==> src/rtl/mem_arb_pkg.sv <==
// Shared definitions for the instruction/data memory arbiter, its memory model and the pipeline.
package mem_arb_pkg;

    localparam int XLEN_DEFAULT  = 64;
    localparam int DW_ALIGN_BITS = 3;

    typedef enum logic [1:0] {
        ST_IDLE   = 2'd0,
        ST_WAIT_I = 2'd1,
        ST_WAIT_D = 2'd2
    } arb_state_e;

endpackage

==> src/rtl/arb_starve_ctr.sv <==
// Saturating count of data grants taken while fetch was waiting; raises force_i at the limit.
module arb_starve_ctr #(
    parameter int LIMIT = 4
) (
    input  logic clk,
    input  logic reset,
    input  logic inc,
    input  logic clr,
    input  logic req,
    output logic force_i
);

    localparam int W = $clog2(LIMIT + 1);
    localparam logic [W-1:0] LIM = W'(LIMIT);

    logic [W-1:0] cnt;

    always_ff @(posedge clk or negedge reset) begin
        if (!reset) begin
            cnt <= '0;
        end else if (clr) begin
            cnt <= '0;
        end else if (inc && cnt != LIM) begin
            cnt <= cnt + 1'b1;
        end
    end

    assign force_i = req && (cnt == LIM);

endmodule

==> src/rtl/imem_dmem_arbiter.sv <==
// Shares one single-port backing memory between the fetch port and the load/store port.
module imem_dmem_arbiter
    import mem_arb_pkg::*;
#(
    parameter int XLEN         = XLEN_DEFAULT,
    parameter int STARVE_LIMIT = 4
) (
    input  logic            clk,
    input  logic            reset,
    input  logic            if_req,
    input  logic [XLEN-1:0] if_addr,
    output logic [31:0]     if_rdata,
    output logic            if_ready,
    input  logic            d_req,
    input  logic            d_we,
    input  logic [XLEN-1:0] d_addr,
    input  logic [XLEN-1:0] d_wdata,
    output logic [XLEN-1:0] d_rdata,
    output logic            d_ready,
    output logic            mem_req,
    output logic            mem_we,
    output logic [XLEN-1:0] mem_addr,
    output logic [XLEN-1:0] mem_wdata,
    input  logic [XLEN-1:0] mem_rdata,
    input  logic            mem_valid,
    output logic [1:0]      arb_state
);

    arb_state_e        state_q;
    arb_state_e        state_d;
    logic              in_idle;
    logic              grant_i;
    logic              grant_d;
    logic              force_i;
    logic              word_sel;
    logic [31:0]       if_word;
    logic [31:0]       if_rdata_q;
    logic [XLEN-1:0]   d_rdata_q;
    logic [4:0]        unused_addr_bits;

    assign unused_addr_bits = {if_addr[1:0], d_addr[DW_ALIGN_BITS-1:0]};

    // The unreachable encoding 3 behaves exactly like IDLE.
    assign in_idle = !(state_q == ST_WAIT_I || state_q == ST_WAIT_D);

    arb_starve_ctr #(
        .LIMIT (STARVE_LIMIT)
    ) u_starve (
        .clk     (clk),
        .reset   (reset),
        .inc     (grant_d && if_req),
        .clr     (grant_i || (in_idle && !if_req)),
        .req     (if_req),
        .force_i (force_i)
    );

    always_ff @(posedge clk or negedge reset) begin
        if (!reset) begin
            state_q <= ST_IDLE;
        end else begin
            state_q <= state_d;
        end
    end

    always_comb begin
        state_d = state_q;
        grant_i = 1'b0;
        grant_d = 1'b0;
        case (state_q)
            ST_WAIT_I: if (mem_valid) state_d = ST_IDLE;
            ST_WAIT_D: if (mem_valid) state_d = ST_IDLE;
            default: begin
                state_d = ST_IDLE;
                if (force_i) begin
                    grant_i = 1'b1;
                end else if (d_req) begin
                    grant_d = 1'b1;
                end else if (if_req) begin
                    grant_i = 1'b1;
                end
                if (grant_i) begin
                    state_d = ST_WAIT_I;
                end else if (grant_d) begin
                    state_d = ST_WAIT_D;
                end
            end
        endcase
    end

    // Request latches stay stable for the whole memory transaction.
    always_ff @(posedge clk or negedge reset) begin
        if (!reset) begin
            mem_req   <= 1'b0;
            mem_we    <= 1'b0;
            mem_addr  <= '0;
            mem_wdata <= '0;
            word_sel  <= 1'b0;
        end else begin
            mem_req <= grant_i || grant_d;
            if (grant_i) begin
                mem_addr <= {if_addr[XLEN-1:DW_ALIGN_BITS], {DW_ALIGN_BITS{1'b0}}};
                mem_we   <= 1'b0;
                word_sel <= if_addr[2];
            end else if (grant_d) begin
                mem_addr  <= {d_addr[XLEN-1:DW_ALIGN_BITS], {DW_ALIGN_BITS{1'b0}}};
                mem_we    <= d_we;
                mem_wdata <= d_wdata;
            end
        end
    end

    always_ff @(posedge clk or negedge reset) begin
        if (!reset) begin
            if_rdata_q <= '0;
            d_rdata_q  <= '0;
        end else begin
            if (if_ready) if_rdata_q <= if_word;
            if (d_ready)  d_rdata_q  <= mem_rdata;
        end
    end

    // Responses pass straight through on mem_valid and are held afterwards.
    always_comb begin
        if_ready  = (state_q == ST_WAIT_I) && mem_valid;
        d_ready   = (state_q == ST_WAIT_D) && mem_valid;
        if_word   = word_sel ? mem_rdata[32 +: 32] : mem_rdata[0 +: 32];
        if_rdata  = if_ready ? if_word : if_rdata_q;
        d_rdata   = d_ready ? mem_rdata : d_rdata_q;
        arb_state = state_q;
    end

endmodule

==> config.mk <==
export PLATFORM = sky130hd
export DESIGN_NAME = imem_dmem_arbiter
export DESIGN_NICKNAME = d
export VERILOG_FILES = /design/src/rtl/mem_arb_pkg.sv /design/src/rtl/arb_starve_ctr.sv /design/src/rtl/imem_dmem_arbiter.sv
export SDC_FILE = /design/constraint.sdc
export NUM_CORES = 1
export LEC_CHECK = 0
export CAP_MARGIN = 20
export CORE_AREA = 2 2 194 196
export DETAILED_ROUTE_END_ITERATION = 16
export DIE_AREA = 0 0 196 198
export DONT_BUFFER_PORTS = 1
export GPL_TIMING_DRIVEN = 0
export PLACE_DENSITY = 0.49
export SYNTH_ARGS = -nofsm -noshare
export SYNTH_HDL_FRONTEND = slang
export SYNTH_SLANG_ARGS = --single-unit
==> constraint.sdc <==
create_clock -name clk -period 1.6 [get_ports clk]
set_input_delay 0.24 -clock clk [delete_from_list [all_inputs] [get_ports clk]]
set_output_delay 0.24 -clock clk [all_outputs]
set_load 0.1 [all_outputs]
-- Yosys cells after proc, flatten, opt, wreduce, memory -nomap -nowiden
Index checks and enable logic that the tools add are counted.
- bits in registers: 232
- bits of input ports: 262
- logic and storage cells: 53
- $add $sub $neg: 1
- equality and inequality tests: 5
- muxes and demuxes: 22
- bitwise logic cells: 1
- reductions and logical operators: 15
- operator list (operator ; number):
    64-bit 2-to-1 mux ; 3
    32-bit 2-to-1 mux ; 2
    1-bit 2-to-1 mux ; 11
    2-bit 2-to-1 mux ; 4
    1-bit logical AND ; 6
    3-bit 2-to-1 mux ; 2
    2-bit nonzero test ; 2
    3-bit by 1-bit adder with 3-bit output (second input constant) ; 1
    3-bit == test (second input constant) ; 1
    1-bit logical OR ; 3
    3-bit inequality test (second input constant) ; 1
    2-bit by 1-bit == test with 1-bit output (second input constant) ; 1
    2-bit == test (second input constant) ; 1
    1-bit logical NOT ; 2
    2-bit by 1-bit inequality test with 1-bit output (second input constant) ; 1
    2-bit AND reduction ; 1
    2-bit OR reduction ; 1
    1-bit NOT ; 1

-- Longest topological paths before layout
Gate-level depths: netlist of run 1.
- word-level depth: 9
- gate-level depth with buffers: 8
- mapped depth without buffers: 5

-- Hierarchy
From an unflattened synthesis of run 1, not the netlist that was laid out.
- cells, all modules: 798
- area total of the unflattened synthesis: 9380.2 µm²
- modules (own cells, without submodules) (module ; instances ; cells an instance ; area each (µm²)):
    imem_dmem_arbiter ; 1 ; 780 ; 9187.6
    arb_starve_ctr ; 1 ; 18 ; 192.7

-- Worst setup path before layout of run 1
OpenSTA, ideal clock, no wires.
- path type: register to register
- start point: reg state_q[1] (netlist: arb_state[1])
- end point: reg if_rdata_q[22]
- setup time: 0.287 ns
- arrival time: 3.834 ns
- setup slack: -2.521 ns
- stages on the path, launching flop included: 7
- buffers on the path: 2
- cell sequence: dfrtp_1 > inv_1 > ha_1 > and2_1 > buf_2 > buf_1 > a21oi_1
- word-level cells in the longest chain between the ends: 3
- ends and longest elaborated chain (what ; line ; text):
    from (decl) ; imem_dmem_arbiter.sv:29 ; arb_state_e state_q;
    from (signal assigned) ; imem_dmem_arbiter.sv:61 ; state_q <= state_d;
    2-bit by 1-bit == test with 1-bit output ; imem_dmem_arbiter.sv:124 ; if_ready = (state_q == ST_WAIT_I) && mem_valid;
    1-bit logical AND ; imem_dmem_arbiter.sv:124 ;
    via if_ready ; imem_dmem_arbiter.sv:13 ; output logic if_ready,
    32-bit 2-to-1 mux ; -- ;
    via if_rdata[22] ; imem_dmem_arbiter.sv:12 ; output logic [31:0] if_rdata,
    to (signal assigned) ; imem_dmem_arbiter.sv:117 ; if (if_ready) if_rdata_q <= if_word;
    to (decl) ; imem_dmem_arbiter.sv:37 ; logic [31:0] if_rdata_q;
The timed path passes the listed nets, and every way through them passes these cells.
A chain may end at the register's enable or synchronous reset.

-- Worst setup path after layout of run 1
- start point: reg state_q[1] (netlist: arb_state[1])
- end point: out if_rdata[25]
- word-level cells in the longest chain between the ends: 3
- ends and longest elaborated chain (what ; line ; text):
    2-bit by 1-bit == test with 1-bit output ; imem_dmem_arbiter.sv:124 ;
    1-bit logical AND ; imem_dmem_arbiter.sv:124 ;
    via if_ready ; imem_dmem_arbiter.sv:13 ;
    32-bit 2-to-1 mux ; imem_dmem_arbiter.sv:127 ; if_rdata = if_ready ? if_word : if_rdata_q;
    to (decl) ; imem_dmem_arbiter.sv:12 ;
The timed path passes the listed nets, and every way through them passes these cells.

==> metrics.txt, run 1 <==
outcome finished with violations; failing checks negative hold slack, negative setup slack; Synth Warn # 0; share of layout cells above drive strength 1 approximately 33%; DIE AREA 38,800 sq um; Crit path arrival time 2.55 ns; Inst Count DP 1,138; post-synth cell types 31; maxcap violations 0; GRT overflow 0; final setup violation count around 450; Startpoint Class register; Mapped Avg Cell Area 14.6 sq um; pre-CTS setup slack -1.04 ns; cells after synthesis 662; antenna violations before repair 1; drt total wl 35,200 um; Req. time, crit path 1.36 ns; RSZ-0062 raised after global routing yes; root buffer cell clkbuf_16; Reg clk slew, reported paths 0.06 ns; DR vias/cell 4.63; Setup Skew roughly 0.015 ns; vias in the first global route 7,249; crit-path max FO 8; Top delay family on crit path compound AO/OA/AOI/OAI gates; # H-tree levels 1; total clock sinks between 200 and 250; DRC viols 0; initial core utilization 26.2%; Layout Nets roughly 1,200; WL/cell 24.9 um; Worst Max-Slew Pin Slew slightly above 1 ns; crit end category output port; Final Cycle Share 174%; fmax 359 MHz; Post-synth EDFFs 0; Slew Limit Headroom 32.7%; drt pass-1 iters 5; Die H 198 um; Worst-Skew Late Latency around 0.54 ns; max incr delay on CP 0.65 ns; vias between 6,000 and 7,000; register bit total from synthesis ~230; Antenna diodes 0; Syn-to-layout area delta 53.7%; area of the core around 37,000 sq um; first-pass GRT wire length 49,300 um; GPL Wtd Cong 0.781; Num CTS Buffers 26; commonest cells after routing, fill and taps aside dfrtp_1 (227), dlygate4sd3_1 (190), mux2_4 (120); most common cell after layout, fill and taps aside dfrtp_1; WHS -0.593 ns; largest net degree at the start of global routing 230; Slowest-stage cell, CP a21oi_4; Hold Fails Final Rpt 229; Seq/Total Area, Yosys around three fifths; Synth Flop Type dfrtp_1; setup slack after layout -1.19 ns; crit-path cells inv_2, ha_4, and2_4, buf_12, buf_16, a21oi_4; Die Wd slightly below 200 um; worst hold path type in2async; Port-buffer cells 0; gr usage total around 17%; Async SR Flop Fraction between 90% and 100%; Post-Syn Area 9690 sq um; Tmin final 2.79 ns; initial DRC count 215; Final Max Tran Viols 0; CTS Hold Bufs between 150 and 200; Clock Path Buffers 3; Routed Antenna Nets 0; # rows 71; DP HPWL 22,500 um; critical path class reg2out; critical path buffer and inverter count 3; Non-Filler Instances 1,418; CTS tree done; io pins 492
-- layer usage --
metal / share of wire (%) / global-route usage (%)
met5: 0.037 / 0
met4: 1.5 / 4.18
met3: 8.4 / 5.45
met2: 52 / 30.9
met1: 38 / 19.5
-- layout make-up --
| class | instances | area [sq um] |
|---|---|---|
| Buffer | 49 | 718 |
| Clock buffer | 39 | 811 |
| Clock inverter | 8 | 90.1 |
| Fill cell | 3359 | 22100 |
| Inverter | 7 | 30.0 |
| Multi-Input combinational cell | 380 | 4250 |
| Sequential cell | 229 | 5740 |
| Tap cell | 474 | 593 |
| Timing Repair Buffer | 232 | 2670 |
-- worst register-to-register path: stages (launching register included) --
cell and delay (ns):
dfrtp_4 0.65, inv_2 0.05, ha_1 0.31, buf_6 0.14, buf_4 0.15, nand3_4 0.13
clkbuf_16 0.21, clkbuf_16 0.16, mux2_4 0.29
-- per-stage QoR --
stage	area, sq um	TNS (ns)	hold WS, ns	util, %
2_1_floorplan	10500	-105.40	-0.0556	-
3_3_place_gp	11100	-171.09	-0.0505	29.9
3_5_place_dp	11100	-173.79	-0.0499	29.9
4_1_cts	14500	-246.93	-0.641	39.4
5_1_grt	14900	-267.12	-0.628	40.3
6_report	14900	-237.87	-0.593	40.3
-- path summary, 6_finish.rpt --
path,from,end,slack [ns],cells past startpoint
hold reg to reg,u_starve.cnt[0],u_starve.cnt[0],0.59,3
setup reg to reg,arb_state[0],mem_wdata[47],-0.60,8
min in group clk,d_we,mem_we,0.03,3
hold / removal,reset,d_rdata_q[7],-0.59,0
max in group asynchronous,reset,arb_state[0],1.25,0
setup / recovery,arb_state[1],if_rdata[25],-1.19,6
-- synthesized netlist by cell type (2+ instances only) --
cell type | instances | area (sq um)
nand3_1 | 3 | 15.0
buf_4 | 10 | 75.1
buf_1 | 3 | 11.3
buf_8 | 5 | 75.1
nand2_1 | 9 | 33.8
buf_6 | 9 | 101
nor2_1 | 33 | 124
clkbuf_1 | 7 | 26.3
or2b_1 | 34 | 255
dfrtp_1 | 229 | 5730
o221a_1 | 61 | 687
o22ai_1 | 2 | 12.5
nand2b_1 | 28 | 175
mux2i_1 | 32 | 320
buf_2 | 15 | 75.1
inv_1 | 7 | 26.3
ha_1 | 4 | 50.1
mux2_4 | 56 | 841
mux2_2 | 72 | 811
a21oi_1 | 32 | 160
-- cells by family (layout without fill, tap and decap cells) --
logic type,Yosys count,count (layout),share of synthesized area (%)
compound gates,100,101,9.30
fa+ha+maj,4,4,0.516
buf+inv,56,335,4.03
flops,229,229,59.1
mux,161,161,20.5
other cells,1,3,0.0387
simple gates,111,111,6.52
-- flip-flops by register name, indices dropped and copies added, names as in the netlist --
signal,count
arb_state,2
word_sel,1
u_starve.cnt,3
mem_we,1
mem_req,1
if_rdata_q,32
mem_addr,61
d_rdata_q,64
mem_wdata,64
-- repair_timing --
item,in CTS,in global routing
setup endpoints to repair,454,454
cloned,14,10
gates resized for setup,62,13
setup buffers,12,7
hold endpoints to repair,361,229
pin swaps,7,1
Power of run 1 is left out: the tool's default activity adds up to more than one toggle a clock period on the data nets, which glitch-free logic cannot reach.
==> run 2: changes to the inputs <==
Settings changed: CTS_CLUSTER_DIAMETER set to 30.
==> metrics.txt, run 2 (synthesis gave the netlist of run 1 again) <==
crit end category output port; crit-path max FO 9 (+1); Placement Cell Area 11,100 sq um (unchanged); GRT overflow 0 (unchanged); Port-buffer cells 0 (unchanged); Slowest-stage cell, CP a21oi_4; outcome finished with violations; initial core utilization 26.2% (unchanged); Non-Filler Instances 1,465 (+3.3%); setup slack after layout -1.22 ns (-0.0369 ns); maxcap violations 0 (unchanged); DR vias/cell 4.60 (-0.81%); commonest cells after routing, fill and taps aside dfrtp_1 (227), dlygate4sd3_1 (191), mux2_4 (120); most common cell after layout, fill and taps aside dfrtp_1; # rows 71 (unchanged); Die Wd 196 um (unchanged); Crit path arrival time 2.58 ns (+0.03 ns); DIE AREA 38,800 sq um (unchanged); Worst Max-Slew Pin Slew 0.997 ns (-0.0125 ns); GPL Wtd Cong 0.781 (unchanged); Layout Nets 1,203 (+1.0%); critical path class reg2out; Die H 198 um (unchanged); RR Endpoint if_rdata_q[23]; DP HPWL 22,500 um (unchanged); Reg clk slew, reported paths 0.04 ns (-0.02 ns); final setup violation count 454 (unchanged); io pins 492 (unchanged); vias 6,735 (+2.5%); Routed Antenna Nets 0 (unchanged); RSZ-0062 raised after global routing yes; total clock sinks 229 (unchanged); Hold Fails Final Rpt 229 (unchanged); Final Cycle Share 176% (+2.3 points); Req. time, crit path 1.36 ns (about the same); Worst-Skew Late Latency 0.58 ns (+0.04 ns); Num CTS Buffers 61 (+130%); failing checks negative hold slack, negative setup slack; Largest regs d_rdata_q: 64 flops, mem_wdata: 64 flops, mem_addr: 61 flops; # H-tree levels 2 (+1); fmax 354 MHz (-1.3%); max incr delay on CP 0.64 ns (about the same); pre-CTS setup slack -1.04 ns (unchanged); Slew Limit Headroom 33.6% (+0.83 points); CTS Hold Bufs 191 (+0.53%); antenna violations before repair 2 (+1); worst hold path type in2async; Inst Count DP 1,138 (unchanged); drt total wl 34,600 um (-1.8%); DRC viols 0 (unchanged); Tmin final 2.82 ns (+0.0369 ns); gr usage total 17.3% (+0.22 points); Startpoint Class register; vias in the first global route 7,688 (+6.1%); CTS tree done; share of layout cells above drive strength 1 35.8% (+3.0 points); Syn-to-layout area delta 63.4%; first-pass GRT wire length 49,800 um (+1.2%); flop2flop setup slack -0.59 ns (about the same); WHS -0.626 ns (-0.0327 ns); FF-to-FF Start arb_state[1]; Final Max Tran Viols 0 (unchanged); initial DRC count 238 (+11%); cell count of the worst reg-to-reg path 6 (-2); crit-path cells inv_2, ha_4, and2_4, buf_12, buf_16, a21oi_4; largest net degree at the start of global routing 230 (unchanged); Clock Path Buffers 3 (unchanged); root buffer cell clkbuf_16; area of the core 37,000 sq um (unchanged); Setup Skew 0.0148 ns (+0.000217 ns); Final Instance Area 15,800 sq um (+6.3%); WL/cell 23.6 um (-5.0%); drt pass-1 iters 4 (-1)
## run 2: repair_timing
action	CTS	global route
endpoints found under the hold margin	361	229
setup endpoints to repair	453	454
pin swaps	7	1
resized for setup	37	12
cloned	11	1
setup buffers	5	2
## run 2: final cells by class
cell class | count | area, sq um
fillers | 3302 | 21100
flip-flops and latches | 229 | 5740
multi-input cells | 379 | 4220
repair buffers | 210 | 2320
clock buffers | 74 | 1690
plain buffers | 49 | 639
clock inverters | 42 | 598
well taps | 474 | 593
inverters | 7 | 30.0
diodes | 1 | 2.50
## run 2: worst max-delay path by stage
stage | startpoint | to | slack [ns]
2_1_floorplan | arb_state[1] | if_rdata[25] | -0.54
3_3_place_gp | arb_state[0] | mem_addr[56] | -1.01
3_5_place_dp | arb_state[0] | mem_addr[55] | -1.04
4_1_cts | arb_state[1] | if_rdata[25] | -1.30
5_1_grt | arb_state[1] | if_rdata[25] | -1.33
6_report | arb_state[1] | if_rdata[25] | -1.22
## run 2: layer usage
metal  global-route usage, %  up-vias  share of wire, %
li1                        -     2968                 -
met1                    19.0     3337                38
met2                    30.0      381                51
met3                    7.15       47               9.5
met4                    6.29        2               2.2
met5                       0        -             0.038
## run 2: metrics by stage
step	util (%)	hold WS, ns	TNS, ns
after detailed placement	29.9	-0.0499	-173.79
final	42.9	-0.626	-234.40
after global placement	29.9	-0.0505	-171.09
after global routing	42.9	-0.674	-261.50
after CTS	42.6	-0.669	-254.00
after floorplan	-	-0.0556	-105.40
## run 2: critical path, delay by kind of cell (launching register included)
kind,cells,cell delay (ns)
AOI/OAI and AO/OA,1,0.64
adders and majority gates,1,0.16
buffers and inverters,3,0.42
and+or+nand+nor,1,0.14
DFF,1,0.63
Power of run 2 is left out for the same reason.
